--- src/rtl/uart_arb_pkg.sv ---
// Shared types and default sizing for the UART transmit arbiter.
package uart_arb_pkg;

    typedef enum logic {
        IDLE  = 1'b0,
        GRANT = 1'b1
    } arb_state_e;

    localparam int DEFAULT_NUM_REQ   = 4;
    localparam int DEFAULT_MAX_BURST = 64;

endpackage

--- src/rtl/rr_pick.sv ---
// Combinational round-robin search: first set request at or above ptr, modulo NUM_REQ.
module rr_pick #(
    parameter int NUM_REQ = 4,
    parameter int IDX_W   = $clog2(NUM_REQ)
) (
    input  logic [NUM_REQ-1:0] req,
    input  logic [IDX_W-1:0]   ptr,
    output logic [IDX_W-1:0]   pick_idx,
    output logic               pick_vld
);

    logic [2*NUM_REQ-1:0] req_dbl;
    logic [NUM_REQ-1:0]   req_rot;

    // Rotating the doubled vector puts requester ptr at bit 0.
    assign req_dbl = {req, req};
    assign req_rot = NUM_REQ'(req_dbl >> ptr);

    // Scan downward so the lowest rotated offset is the last (winning) assignment.
    always_comb begin
        pick_idx = '0;
        pick_vld = 1'b0;
        for (int unsigned k = NUM_REQ; k > 0; k--) begin
            if (req_rot[k-1]) begin
                pick_vld = 1'b1;
                pick_idx = IDX_W'((32'(ptr) + k - 1) % NUM_REQ);
            end
        end
    end

endmodule

--- src/rtl/uart_tx_arbiter.sv ---
// Round-robin arbiter merging NUM_REQ byte streams onto one UART transmit stream.
module uart_tx_arbiter
    import uart_arb_pkg::*;
#(
    parameter int NUM_REQ   = DEFAULT_NUM_REQ,
    parameter int MAX_BURST = DEFAULT_MAX_BURST
) (
    input  logic                       clk,
    input  logic                       reset,
    input  logic [NUM_REQ*8-1:0]       req_data,
    input  logic [NUM_REQ-1:0]         req_valid,
    input  logic [NUM_REQ-1:0]         req_last,
    output logic [NUM_REQ-1:0]         req_ready,
    output logic [7:0]                 to_uart_data,
    output logic                       to_uart_valid,
    output logic                       to_uart_error,
    input  logic                       to_uart_ready,
    output logic [$clog2(NUM_REQ)-1:0] grant_id,
    output logic                       busy
);

    localparam int IDX_W = $clog2(NUM_REQ);
    localparam int CNT_W = (MAX_BURST > 0) ? $clog2(MAX_BURST + 1) : 1;
    localparam logic [CNT_W-1:0] BURST_LIMIT = CNT_W'(MAX_BURST);
    localparam logic [IDX_W-1:0] LAST_IDX    = IDX_W'(NUM_REQ - 1);

    arb_state_e       state_q, state_d;
    logic [IDX_W-1:0] rr_ptr_q, rr_ptr_d;
    logic [IDX_W-1:0] grant_id_q, grant_id_d;
    logic [CNT_W-1:0] burst_cnt_q, burst_cnt_d;

    logic [IDX_W-1:0] pick_idx;
    logic             pick_vld;
    logic             granted;
    logic [7:0]       sel_data;
    logic             sel_valid;
    logic             sel_last;
    logic             beat;
    logic             release_beat;

    rr_pick #(
        .NUM_REQ (NUM_REQ),
        .IDX_W   (IDX_W)
    ) u_rr_pick (
        .req      (req_valid),
        .ptr      (rr_ptr_q),
        .pick_idx (pick_idx),
        .pick_vld (pick_vld)
    );

    // Steer the owner's stream to the UART; reset gates it so no handshake completes on the reset edge.
    always_comb begin
        granted   = (state_q == GRANT) && !reset;
        sel_data  = '0;
        sel_valid = 1'b0;
        sel_last  = 1'b0;
        req_ready = '0;
        for (int unsigned i = 0; i < NUM_REQ; i++) begin
            if (grant_id_q == IDX_W'(i)) begin
                sel_data     = req_data[i*8 +: 8];
                sel_valid    = req_valid[i];
                sel_last     = req_last[i];
                req_ready[i] = granted & to_uart_ready;
            end
        end
    end

    assign to_uart_data  = granted ? sel_data : '0;
    assign to_uart_valid = granted & sel_valid;
    assign to_uart_error = 1'b0;
    assign busy          = granted;
    assign grant_id      = grant_id_q;

    assign beat         = to_uart_valid & to_uart_ready;
    assign release_beat = beat & (sel_last |
                          ((MAX_BURST != 0) && ((burst_cnt_q + 1'b1) == BURST_LIMIT)));

    // Next-state: arbitrate in IDLE, count beats and release in GRANT.
    always_comb begin
        state_d     = state_q;
        rr_ptr_d    = rr_ptr_q;
        grant_id_d  = grant_id_q;
        burst_cnt_d = burst_cnt_q;
        unique case (state_q)
            IDLE: begin
                if (pick_vld) begin
                    grant_id_d  = pick_idx;
                    burst_cnt_d = '0;
                    state_d     = GRANT;
                end
            end
            GRANT: begin
                if (beat) begin
                    burst_cnt_d = burst_cnt_q + 1'b1;
                end
                if (release_beat) begin
                    state_d  = IDLE;
                    rr_ptr_d = (grant_id_q == LAST_IDX) ? '0 : grant_id_q + 1'b1;
                end
            end
            default: state_d = IDLE;
        endcase
    end

    // State registers with synchronous active-high reset.
    always_ff @(posedge clk) begin
        if (reset) begin
            state_q     <= IDLE;
            rr_ptr_q    <= '0;
            grant_id_q  <= '0;
            burst_cnt_q <= '0;
        end else begin
            state_q     <= state_d;
            rr_ptr_q    <= rr_ptr_d;
            grant_id_q  <= grant_id_d;
            burst_cnt_q <= burst_cnt_d;
        end
    end

endmodule

--- config.mk ---
export PLATFORM = sky130hd
export DESIGN_NAME = uart_tx_arbiter
export DESIGN_NICKNAME = d
export VERILOG_FILES = /design/src/rtl/uart_arb_pkg.sv /design/src/rtl/rr_pick.sv /design/src/rtl/uart_tx_arbiter.sv
export SDC_FILE = /design/constraint.sdc
export NUM_CORES = 1
export LEC_CHECK = 0
export CAP_MARGIN = 25
export CORE_MARGIN = 5
export CORE_UTILIZATION = 42
export CTS_CLUSTER_SIZE = 40
export DETAILED_ROUTE_END_ITERATION = 16
export PLACE_DENSITY = 0.95
export SETUP_SLACK_MARGIN = 0.2
export SLEW_MARGIN = 20
export SYNTH_ARGS = -nofsm -noshare
export SYNTH_HDL_FRONTEND = slang
export SYNTH_SLANG_ARGS = --single-unit
--- constraint.sdc ---
create_clock -name clk -period 5.18 [get_ports clk]
set_clock_uncertainty 0.2 [all_clocks]
set_input_delay 0.777 -clock clk [delete_from_list [all_inputs] [get_ports clk]]
set_output_delay 0.777 -clock clk [all_outputs]
set_load 0.03 [all_outputs]
==> impl_metrics.sql <==
INSERT INTO impl_metrics (metric_group, metric, value, unit) VALUES
('cells_and_area', 'antenna_cells_inserted', '0', ''),
('floorplanning', 'floorplan.rows', '18', ''),
('global_routing', 'global_route.usage.total', '0.199', ''),
('sta', 'hold_viol_final', '0', ''),
('place', 'port_bufs', '58', ''),
('critical_path', 'startpoint_type', 'register', ''),
('route', 'wl_per_cell', '14.6', 'um'),
('floorplanning', 'floorplan.die.height', '61.5', 'um'),
('critical_path', 'timing.critical_path.cells', 'inv_1 > ha_1 > nor2b_1 > a221oi_1 > nor3_1 > a21oi_1 > nor2_1 > clkdlybuf4s50_1', ''),
('sta', 'fmax', '253', 'MHz'),
('clock_network', 'tritoncts_num_sinks', '12', ''),
('cells_and_area', 'design.final.nets', '261', ''),
('clock_network', 'cts_setup_buffers', '0', ''),
('synthesis', 'synth_top_flop_cell', 'dfxtp_1', ''),
('floorplanning', 'die_w', '61.5', 'um'),
('synthesis', 'post_synth_instance_area', '1110', 'um2'),
('synthesis', 'synth.yosys.warnings', '0', ''),
('sta', 'rsz0062_at_grt', 'no', ''),
('clock_network', 'tritoncts', 'done', ''),
('sta', 'setup_slack', '1220', 'ps'),
('power_and_ir_drop', 'power_per_cell_area', '166', 'nW/um2'),
('critical_path', 'critical_path.max_fanout', '14', ''),
('synthesis', 'netlist-cell-type-count', '37', ''),
('route', 'via_per_inst', '5.71', ''),
('sta', 'final_worst_path_cycle_share', '0.764', ''),
('cells_and_area', 'total_area_of_multi_input_combinational_cells', '807', 'um2'),
('synthesis', 'syn_area_per_cell', '7.00', 'um2'),
('cells_and_area', 'post_route_cells_drive_above_1_share', '0.0377', ''),
('critical_path', 'end_kind', 'primary output', ''),
('worst_hold_path', 'min_path_type', 'reg2reg', ''),
('synthesis', 'post_synth_inst_count', '159', ''),
('clock_network', 'max-clock-path-buffers', '2', ''),
('route', 'wl', '3.52', 'mm'),
('sta', 'final.hold.worst_slack', '304', 'ps'),
('sta', 'timing.max_slew.rel_slack', '0.506', ''),
('floorplanning', 'initial_core_util', '0.445', ''),
('run', 'max-cap-violations', '0', ''),
('route', 'drc', '0', ''),
('sta', 'setup_tns', '0', 'ps'),
('critical_path', 'path_class', 'reg2out', ''),
('sta', 'timing.final.crit_period', '3960', 'ps'),
('power_and_ir_drop', 'leakage', '0.648', 'nW'),
('cells_and_area', 'area_growth_from_synthesis_to_layout', '55.3', '%'),
('clock_network', 'cts-buffers-inserted', '3', ''),
('global_routing', 'global_route_wire_length_before_repair', '5.65', 'mm'),
('floorplanning', 'io-pin-count', '60', ''),
('critical_path', 'cp_slowest_cell', 'clkdlybuf4s50_1', ''),
('route', 'ant_nets', '0', ''),
('floorplanning', 'dieArea', '3780', 'um2'),
('route', 'drt_pre_antenna_iters', '5', ''),
('global_routing', 'via_count_of_the_first_global_routing_pass', '1267', ''),
('clock_network', 'root_buffer', 'clkbuf_4', ''),
('clock_network', 'ctsHoldBuffers', '0', ''),
('synthesis', 'mappedNetlistNets', '207', ''),
('critical_path', 'crit_required', '4200', 'ps'),
('power_and_ir_drop', 'ir_drop', '0.000205', 'V'),
('run_status', 'outcome', 'finished clean', ''),
('global_routing', 'grt_max_degree', '24', ''),
('cells_and_area', 'final-seq-area', '240', 'um2'),
('cells_and_area', 'number_of_fillers_in_the_final_layout', '227', ''),
('clock_network', 'cts_max_level', '1', ''),
('synthesis', 'synth_seq_area_share', '0.216', ''),
('global_routing', 'overflow', '0', ''),
('synthesis', 'synth-async-reset-ratio', '0', ''),
('clock_network', 'clkTransAtPathRegs', '80', 'ps'),
('critical_path', 'cp.arrival', '2980', 'ps'),
('clock_network', 'number_of_gates_given_a_new_drive_strength_after_cts', '0', ''),
('global_routing', 'grt_antenna_before_repair', '0', ''),
('route', 'violation_count_after_the_first_detailed_routing_iteration', '70', ''),
('sta', 'setup_viol_count_final', '0', ''),
('sta', 'worst-slew-pin-transition', '740', 'ps'),
('sta', 'report.final.slew_viol_count', '0', ''),
('power_and_ir_drop', 'total_power', '0.286', 'mW'),
('critical_path', 'slowest_delay', '700', 'ps'),
('place', 'preCtsSetupSlack', '1320', 'ps'),
('floorplanning', 'core_area', '2500', 'um2'),
('route', 'vias', '1382', ''),
('clock_network', 'clk_latency', '280', 'ps'),
('synthesis', 'synth-seq-cells', '12', ''),
('place', 'post_detail_place_hpwl', '2.81', 'mm'),
('synthesis', 'synth_enable_flop_cells', '0', ''),
('place', 'gpl.final_weighted_congestion', '0.860', '');
## flip-flops by register name (all words and copies together) (netlist names)
signal / flops
burst_cnt_q: 7
grant_id: 2
rr_ptr_q: 2
state_q: 1
## routing by layer
| metal | vias up | part of all wire | wire (um) | GRT usage |
|---|---|---|---|---|
| met3 | 10 | 0.063 | 223 | 0.0545 |
| met4 | 0 | 0.028 | 99 | 0.0848 |
| met5 | - | 0 | 0 | 0 |
| met2 | 54 | 0.51 | 1790 | 0.344 |
| met1 | 629 | 0.40 | 1410 | 0.229 |
| li1 | 689 | - | - | - |
## critical path: cells and delay by family (launching register included)
kind / cells / cell delay, ps
buffers and inverters: 2 / 790
AO/OA/AOI/OAI: 2 / 240
adder cells (fa/ha/maj): 1 / 360
flip-flops: 1 / 410
AND/OR/NAND/NOR: 3 / 900
## stage by stage
step                 util  std cells  instance area [um2]
finish              0.691        242                 1730
CTS                 0.691        242                 1730
global route        0.691        242                 1730
detailed placement  0.677        238                 1690
global placement    0.677        238                 1690
floorplan               -        159                 1110
## cell usage after synthesis, types with 5 or more instances
cell type / n / area (um2)
nor2b_1: 14 / 87.6
nand2_1: 12 / 45.0
clkbuf_1: 7 / 26.3
inv_1: 6 / 22.5
a211oi_1: 5 / 37.5
nor2_1: 16 / 60.1
nand3_1: 6 / 30.0
a21oi_1: 18 / 90.1
nor3_1: 10 / 50.1
dfxtp_1: 12 / 240
and3_1: 5 / 31.3
a221oi_1: 7 / 61.3
ha_1: 5 / 62.6
## final cells by class
cell class / count / share of cell area
clock buffers: 4 / 0.0210
inverters: 7 / 0.0152
multi-input cells: 131 / 0.467
flip-flops and latches: 12 / 0.139
well taps: 30 / 0.0217
repair buffers: 58 / 0.336
## power by group
part	internal [mW]	total (mW)	switching (mW)
Sequential	0.0942	0.0969	0.00273
Clock	0.0428	0.0761	0.0332
Combinational	0.0588	0.113	0.0543
Total	0.196	0.286	0.0902
## path summary, 6_finish.rpt
check                      start         endpoint  slack (ps)  depth (start not counted)
setup / recovery     grant_id[1]  to_uart_data[4]        1220                          8
hold / removal    burst_cnt_q[5]   burst_cnt_q[5]         300                          1
setup reg to reg     grant_id[0]      rr_ptr_q[1]        2240                          6
hold reg to reg   burst_cnt_q[5]   burst_cnt_q[5]         300                          1
## cells by family (layout without fill, tap and decap cells)
logic type	Yosys count	count (layout)	synth area share
multiplexers	4	4	0.0382
AND/OR/NAND/NOR	76	76	0.351
adder cells (fa/ha/maj)	5	5	0.0562
other	1	1	0.00337
flip-flops	12	12	0.216
AO/OA/AOI/OAI	45	45	0.277
buffers and inverters	16	69	0.0585
## cells in the final DEF (no fill, tap or decap), drive strengths merged, types with 6 or more instances in the layout
cell,Yosys,layout
dfxtp,12,12
nor2,16,16
clkdlybuf4s50,0,58
a21oi,18,18
nor2b,14,14
nor3,10,10
inv,7,7
nand2,12,12
nand3,6,6
a221oi,7,7
No activity file was read; power rests on OpenSTA's default activity.
